<file path="src/rtl/char_buffer_if.sv">
// Character write stream and clear handshake between the text source and char_buffer.
interface char_buffer_if;
    logic       wr_valid;
    logic       wr_ready;
    logic [7:0] wr_char;
    logic       clr_req;
    logic       busy;

    modport master (output wr_valid, wr_char, clr_req, input wr_ready, busy);
    modport slave  (input wr_valid, wr_char, clr_req, output wr_ready, busy);
endinterface

</file>
<file path="src/rtl/char_buffer.sv">
// COLS x ROWS writable text buffer with hardware cursor, CR/LF and clear sweep.
// Define CHAR_BUFFER_LINE_CLEAR_EN to blank each newly entered row (LCLR state).
module char_buffer #(
    parameter  int COLS = 16,
    parameter  int ROWS = 16,
    localparam int XW   = $clog2(COLS),
    localparam int YW   = $clog2(ROWS)
) (
    input  logic                clk,
    input  logic                rst,
    char_buffer_if.slave        wr,
    input  logic [XW+YW-1:0]    char_xy,
    output logic [6:0]          char_code,
    output logic [XW-1:0]       cur_x,
    output logic [YW-1:0]       cur_y
);
    localparam int N  = COLS * ROWS;
    localparam int AW = $clog2(N);
    localparam int IW = XW + YW + 1;
    localparam logic [IW-1:0] COLS_I    = IW'(COLS);
    localparam logic [IW-1:0] N_I       = IW'(N);
    localparam logic [IW-1:0] LAST_CELL = IW'(N - 1);
    localparam logic [IW-1:0] LAST_COL  = IW'(COLS - 1);
    localparam logic [XW-1:0] XMAX      = XW'(COLS - 1);
    localparam logic [YW-1:0] YMAX      = YW'(ROWS - 1);
    localparam logic [6:0]    SPACE     = 7'h20;

`ifdef CHAR_BUFFER_LINE_CLEAR_EN
    typedef enum logic [1:0] {S_CLEAR, S_IDLE, S_LCLR} state_t;
`else
    typedef enum logic {S_CLEAR, S_IDLE} state_t;
`endif

    state_t        state_q, state_d;
    logic [IW-1:0] sweep_q, sweep_d;
    logic [XW-1:0] cur_x_q, cur_x_d;
    logic [YW-1:0] cur_y_q, cur_y_d;
    logic [6:0]    char_code_q, char_code_d;

    logic [6:0]    mem [N];
    logic          mem_we;
    logic [AW-1:0] mem_waddr;
    logic [6:0]    mem_wdata;

    logic          accept, row_adv, printable;
    logic [XW-1:0] rd_x;
    logic [YW-1:0] rd_y;
    logic [IW-1:0] rd_idx;
    logic          x_ok, rd_ok;

    assign wr.wr_ready = (state_q == S_IDLE) && !wr.clr_req;
    assign wr.busy     = (state_q != S_IDLE);
    assign accept      = wr.wr_valid && wr.wr_ready;
    assign printable   = (wr.wr_char >= 8'h20) && (wr.wr_char <= 8'h7E);

    assign char_code = char_code_q;
    assign cur_x     = cur_x_q;
    assign cur_y     = cur_y_q;

    // Full-width index: with x in range, idx < N holds exactly when y < ROWS.
    assign rd_x   = char_xy[XW+YW-1:YW];
    assign rd_y   = char_xy[YW-1:0];
    assign rd_idx = IW'(rd_y) * COLS_I + IW'(rd_x);
    generate
        if ((2 ** XW) == COLS) begin : g_x_pow2
            assign x_ok = 1'b1;
        end else begin : g_x_npow2
            assign x_ok = (rd_x <= XMAX);
        end
    endgenerate
    assign rd_ok = x_ok && (rd_idx < N_I);

    always_comb begin
        char_code_d = SPACE;
        if (rd_ok) char_code_d = mem[AW'(rd_idx)];
    end

    always_comb begin
        state_d   = state_q;
        sweep_d   = sweep_q;
        cur_x_d   = cur_x_q;
        cur_y_d   = cur_y_q;
        mem_we    = 1'b0;
        mem_waddr = '0;
        mem_wdata = SPACE;
        row_adv   = 1'b0;
        case (state_q)
            S_CLEAR: begin
                mem_we    = 1'b1;
                mem_waddr = AW'(sweep_q);
                if (sweep_q == LAST_CELL) begin
                    state_d = S_IDLE;
                    sweep_d = '0;
                end else begin
                    sweep_d = sweep_q + 1'b1;
                end
            end
            S_IDLE: begin
                if (wr.clr_req) begin
                    state_d = S_CLEAR;
                    sweep_d = '0;
                    cur_x_d = '0;
                    cur_y_d = '0;
                end else if (accept) begin
                    if (printable) begin
                        mem_we    = 1'b1;
                        mem_waddr = AW'(IW'(cur_y_q) * COLS_I + IW'(cur_x_q));
                        mem_wdata = wr.wr_char[6:0];
                        if (cur_x_q == XMAX) begin
                            cur_x_d = '0;
                            row_adv = 1'b1;
                        end else begin
                            cur_x_d = cur_x_q + 1'b1;
                        end
                    end else if (wr.wr_char == 8'h0A) begin
                        cur_x_d = '0;
                        row_adv = 1'b1;
                    end else if (wr.wr_char == 8'h0D) begin
                        cur_x_d = '0;
                    end
                    if (row_adv) begin
                        cur_y_d = (cur_y_q == YMAX) ? '0 : cur_y_q + 1'b1;
`ifdef CHAR_BUFFER_LINE_CLEAR_EN
                        state_d = S_LCLR;
                        sweep_d = '0;
`endif
                    end
                end
            end
`ifdef CHAR_BUFFER_LINE_CLEAR_EN
            // cur_y_q already holds the new row when LCLR starts.
            S_LCLR: begin
                mem_we    = 1'b1;
                mem_waddr = AW'(IW'(cur_y_q) * COLS_I + sweep_q);
                if (sweep_q == LAST_COL) begin
                    state_d = S_IDLE;
                    sweep_d = '0;
                end else begin
                    sweep_d = sweep_q + 1'b1;
                end
            end
`endif
            default: begin
                state_d = S_CLEAR;
                sweep_d = '0;
            end
        endcase
    end

    always_ff @(posedge clk or posedge rst) begin
        if (rst) begin
            state_q     <= S_CLEAR;
            sweep_q     <= '0;
            cur_x_q     <= '0;
            cur_y_q     <= '0;
            char_code_q <= 7'h00;
        end else begin
            state_q     <= state_d;
            sweep_q     <= sweep_d;
            cur_x_q     <= cur_x_d;
            cur_y_q     <= cur_y_d;
            char_code_q <= char_code_d;
        end
    end

    // Storage is not reset; the clear sweep defines its contents.
    always_ff @(posedge clk) begin
        if (mem_we) mem[mem_waddr] <= mem_wdata;
    end
endmodule

</file>
<file path="src/flat_wrapper.sv">
// flat-port wrapper written by rule: the top's interface ports become plain ports
module char_buffer_flat 
#(
    parameter  int COLS = 16,
    parameter  int ROWS = 16,
    localparam int XW   = $clog2(COLS),
    localparam int YW   = $clog2(ROWS)
)
  (clk, rst, char_xy, char_code, cur_x, cur_y, wr_wr_valid, wr_wr_char, wr_clr_req, wr_wr_ready, wr_busy);
  char_buffer_if wr_i ();
  input  logic clk;
  input  logic rst;
  input  logic [XW+YW-1:0] char_xy;
  output logic [6:0] char_code;
  output logic [XW-1:0] cur_x;
  output logic [YW-1:0] cur_y;
  input wire logic [$bits(wr_i.wr_valid)-1:0] wr_wr_valid;
  input wire logic [$bits(wr_i.wr_char)-1:0] wr_wr_char;
  input wire logic [$bits(wr_i.clr_req)-1:0] wr_clr_req;
  output wire logic [$bits(wr_i.wr_ready)-1:0] wr_wr_ready;
  output wire logic [$bits(wr_i.busy)-1:0] wr_busy;
  assign wr_i.wr_valid = wr_wr_valid;
  assign wr_i.wr_char = wr_wr_char;
  assign wr_i.clr_req = wr_clr_req;
  assign wr_wr_ready = wr_i.wr_ready;
  assign wr_busy = wr_i.busy;
  char_buffer #(.COLS(COLS), .ROWS(ROWS)) u_core (.clk(clk), .rst(rst), .wr(wr_i), .char_xy(char_xy), .char_code(char_code), .cur_x(cur_x), .cur_y(cur_y));
endmodule
</file>
<file path="config.mk">
export PLATFORM = sky130hd
export DESIGN_NAME = char_buffer_flat
export DESIGN_NICKNAME = d
export VERILOG_FILES = /design/src/rtl/char_buffer_if.sv /design/src/rtl/char_buffer.sv /design/src/flat_wrapper.sv
export SDC_FILE = /design/constraint.sdc
export NUM_CORES = 2
export LEC_CHECK = 0
export ABC_AREA = 1
export ABC_CLOCK_PERIOD_IN_PS = 20100
export CAP_MARGIN = 20
export CORE_MARGIN = 1.5
export CORE_UTILIZATION = 44
export CTS_CLUSTER_SIZE = 40
export DETAILED_ROUTE_END_ITERATION = 12
export PLACE_DENSITY_LB_ADDON = 0.05
export SLEW_MARGIN = 5
export SYNTH_ARGS = -nofsm -noshare
export SYNTH_HDL_FRONTEND = slang
export SYNTH_SLANG_ARGS = --single-unit
</file>
<file path="constraint.sdc">
create_clock -name clk -period 20.1 [get_ports clk]
set_clock_uncertainty 0.1 [all_clocks]
set_input_delay 2.01 -clock clk [delete_from_list [all_inputs] [get_ports clk]]
set_output_delay 2.01 -clock clk [all_outputs]
set_load 0.02 [all_outputs]
</file>
# Word-level counts from Yosys, hierarchy flattened
# Memories as Yosys holds them, arrays and structs flattened. A register that Yosys moved wholly into a read port is not among the register bits.
# Index checks and enable logic that the tools add are counted.
# classes
muxes	36
n_eq_ne	6
n_addsub	5
magnitude_cmp	2
reduce_logical	9
n_bitwise	1
# op_table
cell	n
$mux W4	10
$mux W7	4
$mux W8	3
$mux W9	2
$pmux W9 S2	1
$eq A8 B4 Y1 const B	2
$pmux W8 S2	1
$mux W1	13
$add A8 B4 Y9	1
$add A9 B1 Y9 const B	1
$eq A9 B8 Y1 const B	1
$add A4 B1 Y4 const B	2
$add A8 B4 Y8	1
$eq A4 B4 Y1 const B	2
$ge A8 B6 Y1 const B	1
$le A8 B7 Y1 const B	1
$reduce_and A3 Y1	2
$pmux W1 S2	2
$reduce_bool A2 Y1	2
$reduce_bool A4 Y1	1
$logic_and A1 B1 Y1	3
$ne A2 B2 Y1 const B	1
$logic_not A1 Y1	1
$not A1 Y1	1
# totals
in_bits	20
memories	1
out_inout_bits	17
ff_bits	18
mem_bits_rw	1792
# memory_table
memory	words	width	rd	rd_clocked_by_memory_dff	write_ports	line_no	source
u_core.mem	256	7	1	1	1	char_buffer.sv:40	logic [6:0] mem [N];

# Depth between registers and ports, before layout
# depth
depth_word	9
mapped_depth	15
mapped_depth_nobuf	11

# Worst setup path before layout
# Ideal clock, no wire load.
# synth_timing
path_type	input port to flip-flop
start	input port wr_clr_req
end	memory u_core.mem[0][0], data pin
setup_ns	1.392
setup_slack_ns	9.970
t_required_ns	18.608
t_arrival_ns	8.638
cell_stages	5
path_cell_list	nor2_4 inv_2 nor3_4 inv_2 nor2_1
# synth_between
elab_chain_cells	6
# synth_rtl
item	line_no	source
start, declared	flat_wrapper.sv:19	input wire logic [$bits(wr_i.clr_req)-1:0] wr_clr_req;
$logic_not A1 Y1	char_buffer.sv:51	assign wr.wr_ready = (state_q == S_IDLE) && !wr.clr_req;
$logic_and A1 B1 Y1	char_buffer.sv:51	
$logic_and A1 B1 Y1	char_buffer.sv:53	assign accept = wr.wr_valid && wr.wr_ready;
$mux W7	char_buffer.sv:104	end else if (accept) begin
$mux W7 (*)	char_buffer.sv:99	if (wr.clr_req) begin
$mux W7 (*)	char_buffer.sv:87	case (state_q)
net u_core.mem_wdata[0]	char_buffer.sv:43	logic [6:0] mem_wdata;
end, declared	char_buffer.sv:40	
# The timed path passes the listed nets; every way through them passes the cells marked *.

# Worst setup path after layout
# layout_timing
start	input port char_xy[4]
end	register u_core.char_code_q[3] (netlist: u_core.char_code[3]) (read register of u_core.mem)
# layout_between
elab_chain_cells	1
# layout_rtl
item	line_no	source
start, declared	flat_wrapper.sv:13	input logic [XW+YW-1:0] char_xy;
$add A8 B4 Y9	char_buffer.sv:63	assign rd_idx = IW'(rd_y) * COLS_I + IW'(rd_x);
end, declared	char_buffer.sv:38	logic [6:0] char_code_q, char_code_d;
# No other way between the ends.
# A chain may end at the register's enable or synchronous reset.

==> results_dict.tcl <==
set metrics [dict create \
    outcome "finished, final reports clean" \
    drtPass1Iterations 6 \
    antenna_left 0 \
    min_path_cells 2 \
    die_w_um 413 \
    r2r-start "u_core.state_q$_DFF_PP0_" \
    clock.fmax_mhz 154 \
    port_buffers 36 \
    overflow 0 \
    antenna_found_initial 10 \
    yosysTopAreaCellShare_pct 72.9 \
    num_rows 150 \
    synth_top_area_cell "edfxtp_1" \
    synth_seq_area_share_pct 73.7 \
    nets 6243 \
    synth.area.top_cells "edfxtp_1 73%, nand3_1 12%, nand2_1 10%" \
    fin_crit_ns 6.50 \
    postCtsSetupRepairBufs 0 \
    syn_inst 6333 \
    vias 48300 \
    cap_violations 0 \
    synth_area_sq_um 73800 \
    min_to "u_core.sweep_q[8]$_DFFE_PP0N_" \
    rsz0062_at_grt "no" \
    cts_sinks 1817 \
    fin_ws_ns 13.60 \
    path_buf_inv 5 \
    crit_arrival_ns 7.15 \
    initial_core_util_pct 44.2 \
    slew_headroom_pct 22.9 \
    pre_cts_ws_ns 12.85 \
    hold_path.class "register to register" \
    avgSynthCellArea_sq_um 11.7 \
    hold_viol_final 0 \
    tns_ns 0 \
    core_sq_um 167000 \
    fillCellCount 14900 \
    drt_wl_total_mm 221 \
    seqCellArea_sq_um 54400 \
    die_y_um 413 \
    finalSetupViolCount 0 \
    wl_per_cell_um 25.7 \
    crit_fanout 169 \
    final_cell_mix "1,954 x nand2_1, 1,792 x edfxtp_1, 1,731 x nand3_1" \
    fin_crit_sh_pct 32.3 \
    cts_made_buffers 193 \
    grt_max_degree 181 \
    crit_top_cell "nand3_1" \
    globalplace.congestion 0.811 \
    dp_hpwl_mm 121 \
    critPathMaxStageDelay_ns 0.87 \
    tightest_slew_ns 1.16 \
    r2r-end "u_core.mem[253][1]$_DFFE_PP_" \
    grt_pass1_vias 47000 \
    cts_resized 0 \
    yosysWarningCount 0 \
    drive_gt1_share_pct 6.23 \
    insertion_delay_ns 0.82 \
    r2r_cells 9 \
    fin_area_sq_um 81900 \
    ios 37 \
    htree_levels 4 \
    avgViaCountPerCell 5.63 \
    p_per_area_nw_per_um2 100 \
    drtIter0Drc 4690 \
    hp-start "u_core.sweep_q[8]$_DFFE_PP0N_" \
    ir_worst_vdd_v 0.0000968 \
    maxSlewViolCount 0 \
    drc 0 \
    required_ns 20.76 \
    track_usage_pct 25.9 \
    layout_commonest_cell "nand2_1" \
    slowest_stage "buf_4" \
    cp_top_family "buffers and inverters" \
    synth_cell_types 31 \
    die-area_sq_um 170000 \
    synth_fp_nets 6356 \
    root_buffer "clkbuf_16" \
    area.growth.synth_to_final_pct 10.9 \
    ctsHoldBuffers 0 \
    p_leak_nw 29.2 \
    multi_input_comb_area_sq_um 17600 \
    regToRegSetupSlack_ns 14.92 \
    grt_pass1_wl_mm 324 \
    place_area_sq_um 76100 \
    ys_ff_latch 1817 \
    cts.path.max_buffers 3 \
    cts_tree "done" \
    cp_cell_sequence "buf_8 > inv_8 > buf_4 > buf_4 > buf_4 > nand2_1 > nand3_1 > nand3_1 > nand3_1 > nand3_1 > nand2_1 > nand2_1 > nand3_1 > nand3_1 > nand2_1" \
    startpoint_type "input port" \
    end_kind "register" \
    path_class "input port to register" \
    clkTransAtPathRegs_ns 0.06 \
]
-- worst max-delay path by stage --
stage | depth (start not counted) | slack, ns | end | from
finish | 15 | 13.60 | u_core.char_code[3]$_DFF_PP0_ | char_xy[4]
global route | 15 | 13.37 | u_core.char_code[3]$_DFF_PP0_ | char_xy[4]
CTS | 15 | 13.74 | u_core.char_code[1]$_DFF_PP0_ | char_xy[4]
detailed placement | 15 | 12.85 | u_core.char_code[1]$_DFF_PP0_ | char_xy[4]
global placement | 15 | 12.85 | u_core.char_code[3]$_DFF_PP0_ | char_xy[4]
floorplan | 5 | 9.97 | u_core.mem[0][0]$_DFFE_PP_ | wr_clr_req
-- flip-flops by register name, summed over array words and instances (netlist names) --
name	cells
u_core.state_q	1
u_core.cur_x	4
u_core.mem	1792
u_core.cur_y	4
u_core.char_code	7
u_core.sweep_q	9
-- per-stage QoR --
step | util [%] | power, mW | hold WS, ns | cells
3_3_place_gp | 45.6 | 4.94 | 0.399 | 8228
3_5_place_dp | 45.6 | 4.94 | 0.404 | 8228
6_report | 49.1 | 8.19 | 0.412 | 8583
5_1_grt | 49.1 | 8.42 | 0.420 | 8580
2_1_floorplan | - | 4.61 | 0.373 | 6333
4_1_cts | 49.1 | 8.24 | 0.411 | 8579
-- metal layers --
layer / GRT usage (%) / part of all wire, %
met5: 0 / 0.010
met4: 7.72 / 2.7
met3: 3.59 / 6.1
met2: 40.3 / 46
met1: 37.8 / 45
-- cell type report --
class | instances | share of cell area (%)
clock buffer | 254 | 6.24
multi-input combinational | 4042 | 21.6
tap | 2204 | 3.37
inverter | 50 | 0.260
antenna | 3 | 0.00917
sequential | 1817 | 66.5
timing repair buffer | 116 | 1.29
clock inverter | 97 | 0.792
-- worst reg2reg max path, stage by stage, from the launching register on --
cell	delay, ns
dfrtp_1	0.66
inv_2	0.19
nor2_4	0.16
inv_2	0.11
nor3_4	0.37
inv_2	0.26
nor2_4	0.72
buf_4	0.70
buf_4	0.90
buf_4	0.69
-- synth_stat cells (all sizes together) --
library cell,n
xor2,5
o31ai,2
a22oi,1
inv,49
a21oi,7
nor4,1
nand3,1731
ha,3
nor2,285
nand2,1974
edfxtp,1792
nor3,8
clkinv,1
xnor2,1
buf,90
o22ai,6
clkbuf,334
and2,1
a31oi,1
o21ai,12
mux2i,1
dfrtp,25
nand4,3
-- logic make-up after synthesis --
kind of cell	synth area share, %
buffers and inverters	2.48
AOI/OAI and AO/OA	0.269
DFF	73.7
and+or+nand+nor	23.4
adders and majority gates	0.0508
muxes	0.0136
xor gates and xnor gates	0.0712
-- where the power goes --
part           internal, mW  switching [mW]
sequential             4.16          0.0279
combinational         0.140           0.534
clock                  1.85            1.48
Note: power is estimated with default switching activity, not from simulation.
